`config.mk`:
```
export PLATFORM = sky130hd
export DESIGN_NAME = bcd_calc_ctrl
export DESIGN_NICKNAME = d
export VERILOG_FILES = /design/src/rtl/bcd_calc_ctrl.sv
export SDC_FILE = /design/constraint.sdc
export NUM_CORES = 1
export LEC_CHECK = 0
export BUFFER_PORTS_ARGS = -buffer_cell sky130_fd_sc_hd__buf_2
export CAP_MARGIN = 25
export CORE_ASPECT_RATIO = 0.8
export CORE_MARGIN = 2
export CORE_UTILIZATION = 43
export CTS_CLUSTER_DIAMETER = 120
export CTS_CLUSTER_SIZE = 24
export DETAILED_ROUTE_END_ITERATION = 12
export PLACE_DENSITY = 0.62
export SYNTH_ARGS = -nofsm -noshare
export SYNTH_HDL_FRONTEND = slang
export SYNTH_SLANG_ARGS = --single-unit
```
`constraint.sdc`:
```
create_clock -name CLK -period 2.55 [get_ports CLK]
set_input_delay 0.6375 -clock CLK [delete_from_list [all_inputs] [get_ports CLK]]
set_output_delay 0.6375 -clock CLK [all_outputs]
set_load 0.005 [all_outputs]
```
`src/rtl/bcd_calc_ctrl.sv`:
```
// bcd_calc_ctrl
// Sequencing controller for a single-digit BCD add/subtract calculator.
// Raw keys are synchronized, debounced and priority-encoded into single
// press events. A five-state FSM turns those events into one-cycle load
// strobes and level controls for the operand/result datapath, all on CLK.
//
// Ports:
//   CLK      in   system clock, rising edge
//   CLRb     in   asynchronous active-low reset
//   KEY_n    in   [9:0] digit keys, active-low, bit i = digit i
//   ADD      in   add key, active-high
//   SUB      in   subtract key, active-high
//   EQUAL    in   equal key, active-high
//   CLR      in   clear key, active-high
//   DIGIT    out  [3:0] BCD code of the last accepted digit
//   LD_A     out  one-cycle load strobe for operand A
//   LD_B     out  one-cycle load strobe for operand B
//   Addn_Sub out  0 = add, 1 = subtract (level)
//   LD_RES   out  one-cycle result latch strobe
//   DP_CLRb  out  active-low synchronous datapath clear
//   STATE    out  [2:0] current FSM state code
//   ERR      out  sticky flag: an event was ignored in the current state
//
// State   | meaning
// --------+---------------------------------------------
// IDLE    | cleared, waiting for first operand digit
// GOT_A   | operand A loaded, digit replaces A
// OP      | operator selected, waiting for operand B
// GOT_B   | operand B loaded, EQUAL latches the result
// RESULT  | result latched, next digit starts a new A

module bcd_calc_ctrl #(
    parameter int DB_CYCLES = 4,
    parameter int CNT_W     = 16
) (
    input  logic       CLK,
    input  logic       CLRb,
    input  logic [9:0] KEY_n,
    input  logic       ADD,
    input  logic       SUB,
    input  logic       EQUAL,
    input  logic       CLR,
    output logic [3:0] DIGIT,
    output logic       LD_A,
    output logic       LD_B,
    output logic       Addn_Sub,
    output logic       LD_RES,
    output logic       DP_CLRb,
    output logic [2:0] STATE,
    output logic       ERR
);

    typedef enum logic [2:0] {
        S_IDLE   = 3'd0,
        S_GOT_A  = 3'd1,
        S_OP     = 3'd2,
        S_GOT_B  = 3'd3,
        S_RESULT = 3'd4
    } state_t;

    localparam logic [CNT_W-1:0] STABLE_CNT = CNT_W'(DB_CYCLES - 1);
    localparam logic [3:0] EV_ADD   = 4'd10;
    localparam logic [3:0] EV_SUB   = 4'd11;
    localparam logic [3:0] EV_EQUAL = 4'd12;
    localparam logic [3:0] EV_CLR   = 4'd13;

    // ---------------- input conditioning ----------------
    logic [13:0]      v_raw;
    logic [13:0]      v_meta;
    logic [13:0]      v_sync;
    logic [CNT_W-1:0] cnt;
    logic             armed;
    logic             stable;
    logic             fire;
    logic [3:0]       ev_code;

    assign v_raw = {CLR, EQUAL, SUB, ADD, ~KEY_n};

    // v_meta is the sample v_sync takes next, so comparing the two tells
    // whether the synchronized vector is about to change. cnt then holds
    // (number of consecutive identical v_sync samples - 1).
    always_ff @(posedge CLK or negedge CLRb) begin
        if (!CLRb) begin
            v_meta <= '0;
            v_sync <= '0;
            cnt    <= '0;
            armed  <= 1'b0;
        end else begin
            v_meta <= v_raw;
            v_sync <= v_meta;
            if (v_meta != v_sync) begin
                cnt <= '0;
            end else if (cnt != '1) begin
                cnt <= cnt + 1'b1;
            end
            // Starts disarmed so a key held through reset never fires.
            if (fire) begin
                armed <= 1'b0;
            end else if (stable && (v_sync == '0)) begin
                armed <= 1'b1;
            end
        end
    end

    assign stable = (cnt >= STABLE_CNT);
    assign fire   = armed && stable && (v_sync != '0);

    // Highest set bit wins: CLR > EQUAL > SUB > ADD > digit 9 > ... > 0.
    always_comb begin
        ev_code = '0;
        for (int i = 0; i < 14; i++) begin
            if (v_sync[i]) begin
                ev_code = 4'(i);
            end
        end
    end

    // ---------------- sequencing FSM ----------------
    state_t     state_q, state_d;
    logic [3:0] digit_q, digit_d;
    logic       as_q, as_d;
    logic       err_q, err_d;
    logic       ld_a_q, ld_a_d;
    logic       ld_b_q, ld_b_d;
    logic       ld_res_q, ld_res_d;
    logic       dp_clr_b_q, dp_clr_b_d;
    logic       ev_digit;

    assign ev_digit = (ev_code <= 4'd9);

    always_ff @(posedge CLK or negedge CLRb) begin
        if (!CLRb) begin
            state_q    <= S_IDLE;
            digit_q    <= '0;
            as_q       <= 1'b0;
            err_q      <= 1'b0;
            ld_a_q     <= 1'b0;
            ld_b_q     <= 1'b0;
            ld_res_q   <= 1'b0;
            dp_clr_b_q <= 1'b0;
        end else begin
            state_q    <= state_d;
            digit_q    <= digit_d;
            as_q       <= as_d;
            err_q      <= err_d;
            ld_a_q     <= ld_a_d;
            ld_b_q     <= ld_b_d;
            ld_res_q   <= ld_res_d;
            dp_clr_b_q <= dp_clr_b_d;
        end
    end

    always_comb begin
        state_d    = state_q;
        digit_d    = digit_q;
        as_d       = as_q;
        err_d      = err_q;
        ld_a_d     = 1'b0;
        ld_b_d     = 1'b0;
        ld_res_d   = 1'b0;
        dp_clr_b_d = 1'b1;

        case (state_q)
            S_IDLE, S_GOT_A, S_OP, S_GOT_B, S_RESULT: begin
                if (fire && (ev_code == EV_CLR)) begin
                    state_d    = S_IDLE;
                    digit_d    = '0;
                    as_d       = 1'b0;
                    err_d      = 1'b0;
                    dp_clr_b_d = 1'b0;
                end else if (fire) begin
                    case (state_q)
                        S_GOT_A: begin
                            if (ev_digit) begin
                                digit_d = ev_code;
                                ld_a_d  = 1'b1;
                            end else if (ev_code == EV_ADD || ev_code == EV_SUB) begin
                                as_d    = (ev_code == EV_SUB);
                                state_d = S_OP;
                            end else begin
                                err_d = 1'b1;
                            end
                        end
                        S_OP: begin
                            if (ev_digit) begin
                                digit_d = ev_code;
                                ld_b_d  = 1'b1;
                                state_d = S_GOT_B;
                            end else if (ev_code == EV_ADD || ev_code == EV_SUB) begin
                                as_d = (ev_code == EV_SUB);
                            end else begin
                                err_d = 1'b1;
                            end
                        end
                        S_GOT_B: begin
                            if (ev_digit) begin
                                digit_d = ev_code;
                                ld_b_d  = 1'b1;
                            end else if (ev_code == EV_ADD || ev_code == EV_SUB) begin
                                as_d = (ev_code == EV_SUB);
                            end else if (ev_code == EV_EQUAL) begin
                                ld_res_d = 1'b1;
                                state_d  = S_RESULT;
                            end
                        end
                        default: begin
                            // IDLE and RESULT: only a digit is meaningful,
                            // and it starts a fresh operand A. Addn_Sub holds.
                            if (ev_digit) begin
                                digit_d = ev_code;
                                ld_a_d  = 1'b1;
                                state_d = S_GOT_A;
                            end else begin
                                err_d = 1'b1;
                            end
                        end
                    endcase
                end
            end
            default: begin
                // Illegal code: recover to IDLE and clear the datapath.
                state_d    = S_IDLE;
                digit_d    = '0;
                as_d       = 1'b0;
                err_d      = 1'b0;
                dp_clr_b_d = 1'b0;
            end
        endcase
    end

    assign DIGIT    = digit_q;
    assign LD_A     = ld_a_q;
    assign LD_B     = ld_b_q;
    assign Addn_Sub = as_q;
    assign LD_RES   = ld_res_q;
    assign DP_CLRb  = dp_clr_b_q;
    assign STATE    = state_q;
    assign ERR      = err_q;

endmodule

```
==> results of run 1 <==
[metrics by stage]
stage          util [%]  total power [mW]  cell area (µm²)  instances  setup slack [ns]
2_1_floorplan         -              1.01             2620        243             0.576
3_3_place_gp       48.6              1.05             2860        348             0.452
3_5_place_dp       48.6              1.06             2860        348             0.430
4_1_cts            52.5              2.02             3090        364             0.417
5_1_grt            52.5              2.07             3090        364             0.305
6_report           52.5              1.99             3090        364             0.423
[per-layer routing]
metal  routed length, µm  share of wire [%]  global-route usage [%]  vias to the layer above
li1                    -                  -                       -                      915
met1                2500                 51                    22.8                      882
met2                2130                 43                    23.2                       41
met3                 215                4.4                    4.82                        6
met4                  53                1.1                    8.08                        0
met5                   0                  0                       0                        -
[cell usage in the layout (no fill, tap or decap), types with 2 or more instances in the layout]
cell type / instances
dfrtp_1: 58
and3_1: 2
inv_1: 14
nand4_1: 6
nor4_1: 10
o21bai_1: 2
nor3_1: 6
nor2_1: 26
nand3_1: 15
o21ai_0: 7
a21oi_1: 12
nand2_1: 14
o31ai_1: 2
nand2b_1: 2
buf_2: 28
a211oi_1: 2
buf_4: 4
nor3b_1: 4
mux2i_1: 3
xor2_1: 11
xnor2_1: 16
and4_1: 2
clkbuf_8: 11
nor4b_1: 2
bufinv_16: 2
nor4_4: 4
[cell families after synthesis]
| kind of cell | synth area share [%] |
|---|---|
| compound gates | 8.42 |
| mux | 1.15 |
| flops | 55.5 |
| xor+xnor | 9.04 |
| buf+inv | 3.20 |
| simple gates | 21.9 |
| fa+ha+maj | 0.861 |
[where the power goes]
group	internal (mW)	total, mW	switching (mW)
clock	0.603	0.950	0.347
combinational	0.0290	0.0664	0.0374
sequential	0.943	0.970	0.0265
[final cells by class]
type,count,area (µm²)
Clock inverter,4,73.8
Tap cell,81,101
Timing Repair Buffer,32,170
Sequential cell,58,1450
Fill cell,545,2800
Inverter,14,52.6
Multi-Input combinational cell,163,1080
Clock buffer,12,155
[path summary, 6_finish.rpt]
check                                      from                   end  slack [ns]  cells after the start
hold / removal                             CLRb   v_meta[6]$_DFF_PN0_        0.28                      1
max in group asynchronous                  CLRb  STATE[0]$_DFFE_PN0P_        1.63                      2
setup reg to reg             cnt[0]$_DFFE_PN0P_  STATE[1]$_DFFE_PN0P_        0.42                      6
hold reg to reg            v_meta[13]$_DFF_PN0_  v_sync[13]$_DFF_PN0_        0.39                      0
min in group CLK           v_meta[13]$_DFF_PN0_  v_sync[13]$_DFF_PN0_        0.39                      0
setup / recovery             cnt[0]$_DFFE_PN0P_  STATE[1]$_DFFE_PN0P_        0.42                      6
[sequential cells by signal, summed over array words and instances (netlist names)]
signal / cells
Addn_Sub: 1
DIGIT: 4
DP_CLRb: 1
ERR: 1
LD_A: 1
LD_B: 1
LD_RES: 1
STATE: 3
armed: 1
cnt: 16
v_meta: 14
v_sync: 14
==> metrics.txt, run 1 <==
post-route DRC violation count 0; critical path's top delay family simple AND/OR/NAND/NOR gates; Final Wtd Congestion 0.853; kind of end point of the critical path register; horizontal die dimension 91.2 µm; number of synthesized flops with an enable pin 0; worst hold-check path type in2async; most numerous cell in the Yosys netlist dfrtp_1; Root Buffer Master clkbuf_8; Vias per Instance 5.07; Detail Placement HPWL 3.48 mm; number of max-slew violations in the final report 0; number of detailed-route iterations in the first pass 4; number of instances in the synthesized netlist 243; core area 5880 µm²; initial antenna violation count 0; count of synthesis-stage warnings from yosys 0; setup repair after global routing missed its margin false; number of register bits inferred by synthesis 58; overflow left after global routing 0; wire length of the first global-routing pass 8.35 mm; most common library cells after synthesis dfrtp_1 (58), nor2_1 (26), xnor2_1 (16), nand3_1 (15); number of buffers inserted by post-CTS setup repair 0; highest ir drop seen on vdd 0.000307 V; number of core rows 25; number of different library cells in the post-synthesis netlist 39; power density of the placed cells 644 nW/µm²; count of antenna diodes in the layout 0; Post-Route Hold Slack 0.275 ns; signed area change from the synthesized netlist to the final layout 17.9%; async set-or-reset flop fraction in the synthesized netlist 100%; clock transition at the registers of the reported paths 0.07 ns; port bufs 28; Post-CTS Hold Fix Bufs 0; PostCTS Resize Cnt 0; # clock sinks 58; number of max-cap violations 0; static leakage power 1.36 nW; CP Data Arrival Time 2.39 ns; worst-skew pair later-pin latency 0.34 ns; result of the run finished, final reports clean; Primary FF master, synth dfrtp_1; number of routed nets with antenna violations 0; final critical-path share of the clock period 83.4%; mean instance size in the synthesized netlist 10.8 µm²; cell breakdown of the critical path ha_1 -> nor4_4 -> a41oi_4 -> and2_4 -> or4b_1 -> a21oi_1; setup-violating endpoint count in the final report 0; vertical die dimension 73.8 µm; number of H-tree levels 3; Iteration-0 DRC Markers 80; CP Buf/Inv Count 0; clock skew 0.00945 ns; slowest stage cell on the critical path or4b_1; effective utilization at floorplan 44.5%; Max-slew headroom 61.3%; wirelength, routed 4.90 mm; share of the synthesized area in the top cell type 55.5%; register area share after synthesis 55.5%; TritonCTS clock tree yes; final-stage net count 295; total count of hold-check failures in the final report 0; wire length per cell after detailed routing 13.5 µm; maximum number of pins on one net before global-route repair 25; overall die area 6730 µm²; Crit Path Max Fanout 10; cts bufs inserted 9; CTS max path bufs 2; clock period minus final worst setup slack 2.13 ns; cell area after synthesis 2620 µm²; layout cell share with drive strength beyond 1 19.4%; synthesized net count 260; ranking of synthesized cells by area dfrtp_1 (55%), xnor2_1 (5.4%), nor2_1 (3.7%); setup total negative slack 0 ns; via count of the first global-routing pass 1692; total I/O pin count 29; detailed-route via count 1844; slew of the pin with the lowest slew margin 0.577 ns; peak per-stage delay on the critical path 0.49 ns; worst path required time 2.82 ns; critical path type reg2reg; cell type with the largest total area after synthesis dfrtp_1; Worst setup SP type register; Fmax 0.470 GHz; global-route total usage across every layer 16.3%
Note: power is estimated with default switching activity, not from simulation.
==> run 2: changes to the inputs <==
clock period = 2.2 ns   (was 2.55 ns; I/O delays follow)
==> metrics.txt, run 2 (synthesis results as in run 1) <==
result of the run finished, final reports clean; register area 1450 µm² (unchanged); Crit Path Max Fanout 6 (-4); total count of hold-check failures in the final report 0 (unchanged); TritonCTS clock tree yes; overflow left after global routing 0 (unchanged); number of max-cap violations 0 (unchanged); critical path type reg2reg; Detail Placement HPWL 3.52 mm (+1.1%); Post-CTS Hold Fix Bufs 0 (unchanged); Cell Area, Placed 2880 µm² (+0.96%); cts bufs inserted 9 (unchanged); # clock sinks 58 (unchanged); setup-violating endpoint count in the final report 0 (unchanged); Iteration-0 DRC Markers 107 (+34%); horizontal die dimension 91.2 µm (unchanged); number of routed nets with antenna violations 0 (unchanged); effective utilization at floorplan 44.5% (unchanged); number of core rows 25 (unchanged); core area 5880 µm² (unchanged); vertical die dimension 73.8 µm (unchanged); PostCTS Resize Cnt 0 (unchanged); wirelength, routed 4.91 mm (+0.22%); CTS max path bufs 2 (unchanged); slew of the pin with the lowest slew margin 0.568 ns (-0.00936 ns); setup slack of the critical path after layout 0.132 ns (-0.291 ns); fin util 52.5% (about the same); CP Data Arrival Time 2.33 ns (-0.06 ns); final-stage net count 297 (+0.68%); worst path required time 2.47 ns (-0.35 ns); final instance area 3090 µm² (about the same); Regs by FF count cnt: 16 flops, v_meta: 14 flops, v_sync: 14 flops; Filler cells 561 (+2.9%); kind of end point of the critical path register; highest-count cells in the layout ignoring fill and taps dfrtp_1 (58), buf_2 (28), nor2_1 (26), xnor2_1 (16), nand3_1 (15); Final Wtd Congestion 0.829 (-2.8%); highest ir drop seen on vdd 0.000368 V (+20%); Vias per Instance 5.04 (-0.55%); Fmax 0.484 GHz (+2.8%); met3 track demand over resource 6.26% (+1.4 points); flip-flop count of the largest register after layout 16 (unchanged); global routing usage on met2 23.5% (+0.33 points); port bufs 28 (unchanged); static leakage power 1.36 nW (-0.49%); Max-slew headroom 61.9% (+0.63 points); Root Buffer Master clkbuf_8; clock skew 0.00973 ns (+0.000278 ns); number of buffers inserted by post-CTS setup repair 0 (unchanged); Worst setup SP type register; post-route DRC violation count 0 (unchanged); clock transition at the registers of the reported paths 0.07 ns (about the same); largest reg by FF count cnt; final critical-path share of the clock period 94.0% (+11 points); highest-utilization routing layer at the global route stage met2; clock period minus final worst setup slack 2.07 ns (-0.0589 ns); worst hold-check path type in2async; wire length per cell after detailed routing 13.4 µm (-0.32%); DP Worst Slack 0.139 ns (-0.291 ns); power density of the placed cells 712 nW/µm² (+11%); most common cell after layout, fill and taps aside dfrtp_1; signed area change from the synthesized netlist to the final layout 18.0% (about the same); total I/O pin count 29 (unchanged); number of H-tree levels 3 (unchanged); setup total negative slack 0 ns (unchanged); maximum number of pins on one net before global-route repair 28 (+12%); wire length of the first global-routing pass 8.52 mm (+2.1%); detailed-route via count 1844 (unchanged); layout cell share with drive strength beyond 1 20.4% (+0.92 points); worst-skew pair later-pin latency 0.34 ns (about the same); count of antenna diodes in the layout 0 (unchanged); footprint of the multi-input gates 1080 µm² (unchanged); global-route total usage across every layer 16.6% (+0.27 points); number of detailed-route iterations in the first pass 6 (+2); initial antenna violation count 0 (unchanged); number of max-slew violations in the final report 0 (unchanged); overall die area 6730 µm² (unchanged); via count of the first global-routing pass 1793 (+6.0%); GR met1 Demand/Resource 23.0% (+0.18 points); setup repair after global routing missed its margin false
[run 2: changes by cell type in the layout (fill, tap and decap cells not counted), sizes merged]
cell | before | now
clkbuf | 12 | 10
clkinvlp | 0 | 3
bufinv | 2 | 1
buf | 32 | 34
[run 2: final cells by class]
type | count | area share, %
clock buffer | 10 | 4.46
timing repair buffer | 34 | 6.40
clock inverter | 6 | 2.15
inverter | 14 | 1.70
sequential | 58 | 47.0
tap | 81 | 3.28
multi-input combinational | 163 | 35.0
[run 2: where the power goes]
group / switching [mW] / internal [mW]
sequential: 0.0309 / 1.09
clock: 0.442 / 0.553
combinational: 0.0433 / 0.0366
[run 2: path summary, 6_finish.rpt]
kind,startpoint,endpoint,slack (ns),cells past startpoint
min in group CLK,EQUAL,v_meta[12]$_DFF_PN0_,0.31,1
worst max-delay path,cnt[0]$_DFFE_PN0P_,STATE[1]$_DFFE_PN0P_,0.13,6
max in group asynchronous,CLRb,ERR$_DFFE_PN0P_,1.53,2
worst max register to register,cnt[0]$_DFFE_PN0P_,STATE[1]$_DFFE_PN0P_,0.13,6
worst min-delay path,CLRb,v_meta[6]$_DFF_PN0_,0.12,1
worst min register to register,v_meta[12]$_DFF_PN0_,v_sync[12]$_DFF_PN0_,0.39,0
[run 2: through the flow]
stage / total power, mW / cells / hold slack (ns)
2_1_floorplan: 1.17 / 243 / 0.254
3_3_place_gp: 1.22 / 350 / 0.374
3_5_place_dp: 1.23 / 350 / 0.384
4_1_cts: 2.23 / 366 / 0.117
5_1_grt: 2.29 / 366 / 0.138
6_report: 2.20 / 366 / 0.123
[run 2: routing by layer]
layer  vias up  share of wire [%]
met2        41                 43
met4         0               0.92
met1       873                 51
met3         7                4.7
li1        923                  -
met5         -                  0
[run 2: critical path, stage by stage, from the launching register on]
cell and delay [ns]:
dfrtp_1 0.42, ha_1 0.30, nor4_4 0.25, a41oi_4 0.20, and2_4 0.21, or4b_1 0.49
a21oi_1 0.13
==> run 3: changes to the inputs <==
RECOVER_POWER = 50   (was not set)
clock period = 2.6 ns   (was 2.2 ns; I/O delays follow)
==> metrics.txt, run 3 (synthesis results as in run 1) <==
count of antenna diodes in the layout 0 (unchanged); number of detailed-route iterations in the first pass 4 (-2); # clock sinks 58 (unchanged); worst-skew pair later-pin latency 0.34 ns (about the same); highest ir drop seen on vdd 0.000333 V (-9.5%); terminus of the critical flop-to-flop path STATE[1]$_DFFE_PN0P_; static leakage power 1.37 nW (+0.96%); Post-CTS Hold Fix Bufs 0 (unchanged); port bufs 28 (unchanged); highest-count cells in the layout ignoring fill and taps dfrtp_1 (58), buf_2 (27), nor2_1 (26), xnor2_1 (16), nand3_1 (15); Vias per Instance 5.15 (+2.2%); Worst R2R Path Depth 6 (unchanged); TritonCTS clock tree yes; clock skew 0.00734 ns (-0.00239 ns); horizontal die dimension 91.2 µm (unchanged); wire length per cell after detailed routing 13.5 µm (+0.48%); DP Worst Slack 0.445 ns (+0.306 ns); Root Buffer Master clkbuf_8; worst path required time 2.86 ns (+0.39 ns); final critical-path share of the clock period 84.2% (-9.7 points); launch point of the worst path cnt[0]$_DFFE_PN0P_; most common cell after layout, fill and taps aside dfrtp_1; setup-violating endpoint count in the final report 0 (unchanged); CTS max path bufs 2 (unchanged); number of max-cap violations 1 (+1); post-route DRC violation count 0 (unchanged); wirelength, routed 4.89 mm (-0.35%); total I/O pin count 29 (unchanged); worst hold-check path type reg2reg; setup slack of the critical path after layout 0.410 ns (+0.277 ns); vertical die dimension 73.8 µm (unchanged); setup total negative slack 0 ns (unchanged); slew of the pin with the lowest slew margin 1.57 ns (+1.01 ns); overall die area 6730 µm² (unchanged); flip-flop count of the largest register after layout 16 (unchanged); PostCTS Resize Cnt 0 (unchanged); number of H-tree levels 3 (unchanged); effective utilization at floorplan 44.5% (unchanged); largest reg by FF count cnt; signed area change from the synthesized netlist to the final layout 18.8%; number of core rows 25 (unchanged); via count of the first global-routing pass 1795 (+0.11%); setup repair after global routing missed its margin false; number of max-slew violations in the final report 30 (+30); Worst setup SP type register; Max-slew headroom -4.91% (-67 points); fin util 52.9% (+0.34 points); worst reg-to-reg setup slack 0.41 ns (+0.28 ns); CP Capture Point STATE[1]$_DFFE_PN0P_; total count of hold-check failures in the final report 0 (unchanged); cts bufs inserted 9 (unchanged); core area 5880 µm² (unchanged); initial antenna violation count 0 (unchanged); kind of end point of the critical path register; clock transition at the registers of the reported paths 0.07 ns (about the same); Detail Placement HPWL 3.52 mm (about the same); global-route total usage across every layer 16.7% (+0.071 points); overflow left after global routing 0 (unchanged); Crit Path Max Fanout 10 (+4); Final Wtd Congestion 0.878 (+5.9%); layout cell share with drive strength beyond 1 19.1% (-1.2 points); power density of the placed cells 645 nW/µm² (-9.3%); Fmax 0.457 GHz (-5.6%); number of routed nets with antenna violations 0 (unchanged); detailed-route via count 1869 (+1.4%); number of buffers inserted by post-CTS setup repair 0 (unchanged); result of the run finished with violations; final-stage net count 294 (-1.0%); Regs by FF count cnt: 16 flops, v_meta: 14 flops, v_sync: 14 flops; violated checks max-capacitance violations, max-slew violations; CP Data Arrival Time 2.45 ns (+0.12 ns); Iteration-0 DRC Markers 133 (+24%); critical path type reg2reg; Worst R2R Start cnt[0]$_DFFE_PN0P_; wire length of the first global-routing pass 8.54 mm (+0.16%); clock period minus final worst setup slack 2.19 ns (+0.123 ns); maximum number of pins on one net before global-route repair 31 (+11%)
## run 3: through the flow
step / power (mW) / cell area (µm²) / cells / hold WS, ns
global route: 2.09 / 3110 / 363 / 0.399
CTS: 2.03 / 3110 / 363 / 0.347
floorplan: 0.993 / 2620 / 243 / 0.354
detailed placement: 1.04 / 2860 / 347 / 0.381
global placement: 1.03 / 2860 / 347 / 0.376
finish: 2.01 / 3110 / 363 / 0.386
## run 3: where the power goes
part | switching, mW | total [mW] | leakage [nW] | internal [mW]
sequential | 0.0259 | 0.951 | 0.740 | 0.925
combinational | 0.0367 | 0.0661 | 0.504 | 0.0294
clock | 0.343 | 0.989 | 0.126 | 0.646
total | 0.406 | 2.01 | 1.37 | 1.60
## run 3: worst min path at each step
| stage | depth (start not counted) | end | startpoint | slack (ns) |
|---|---|---|---|---|
| 3_5_place_dp | 0 | v_sync[12]$_DFF_PN0_ | v_meta[12]$_DFF_PN0_ | 0.38 |
| 2_1_floorplan | 0 | Addn_Sub$_DFFE_PN0P_ | CLRb | 0.35 |
| 5_1_grt | 1 | v_meta[12]$_DFF_PN0_ | EQUAL | 0.40 |
| 3_3_place_gp | 0 | v_sync[12]$_DFF_PN0_ | v_meta[12]$_DFF_PN0_ | 0.38 |
| 4_1_cts | 1 | v_meta[6]$_DFF_PN0_ | CLRb | 0.35 |
| 6_report | 0 | v_sync[11]$_DFF_PN0_ | v_meta[11]$_DFF_PN0_ | 0.39 |
## run 3: layer usage
metal | wire length (µm) | GRT usage [%] | vias to the layer above | share of wire, %
met5 | 0 | 0 | - | 0
met4 | 123 | 8.92 | 0 | 2.5
met3 | 248 | 6.05 | 11 | 5.1
met2 | 2040 | 23.1 | 46 | 42
met1 | 2490 | 22.8 | 896 | 51
li1 | - | - | 916 | -
## run 3: critical path, stage by stage (launching register included)
cell and delay (ns):
dfrtp_1 0.42, ha_1 0.30, nor4_4 0.27, a41oi_4 0.26, and2_4 0.24, or4b_1 0.49
a21oi_1 0.13
## run 3: final cells by class
| cell class | count | area [µm²] |
|---|---|---|
| tap | 81 | 101 |
| inverter | 14 | 52.6 |
| fill | 552 | 2770 |
| sequential | 58 | 1450 |
| multi-input combinational | 163 | 1080 |
| clock buffer | 13 | 179 |
| timing repair buffer | 31 | 174 |
| clock inverter | 3 | 68.8 |
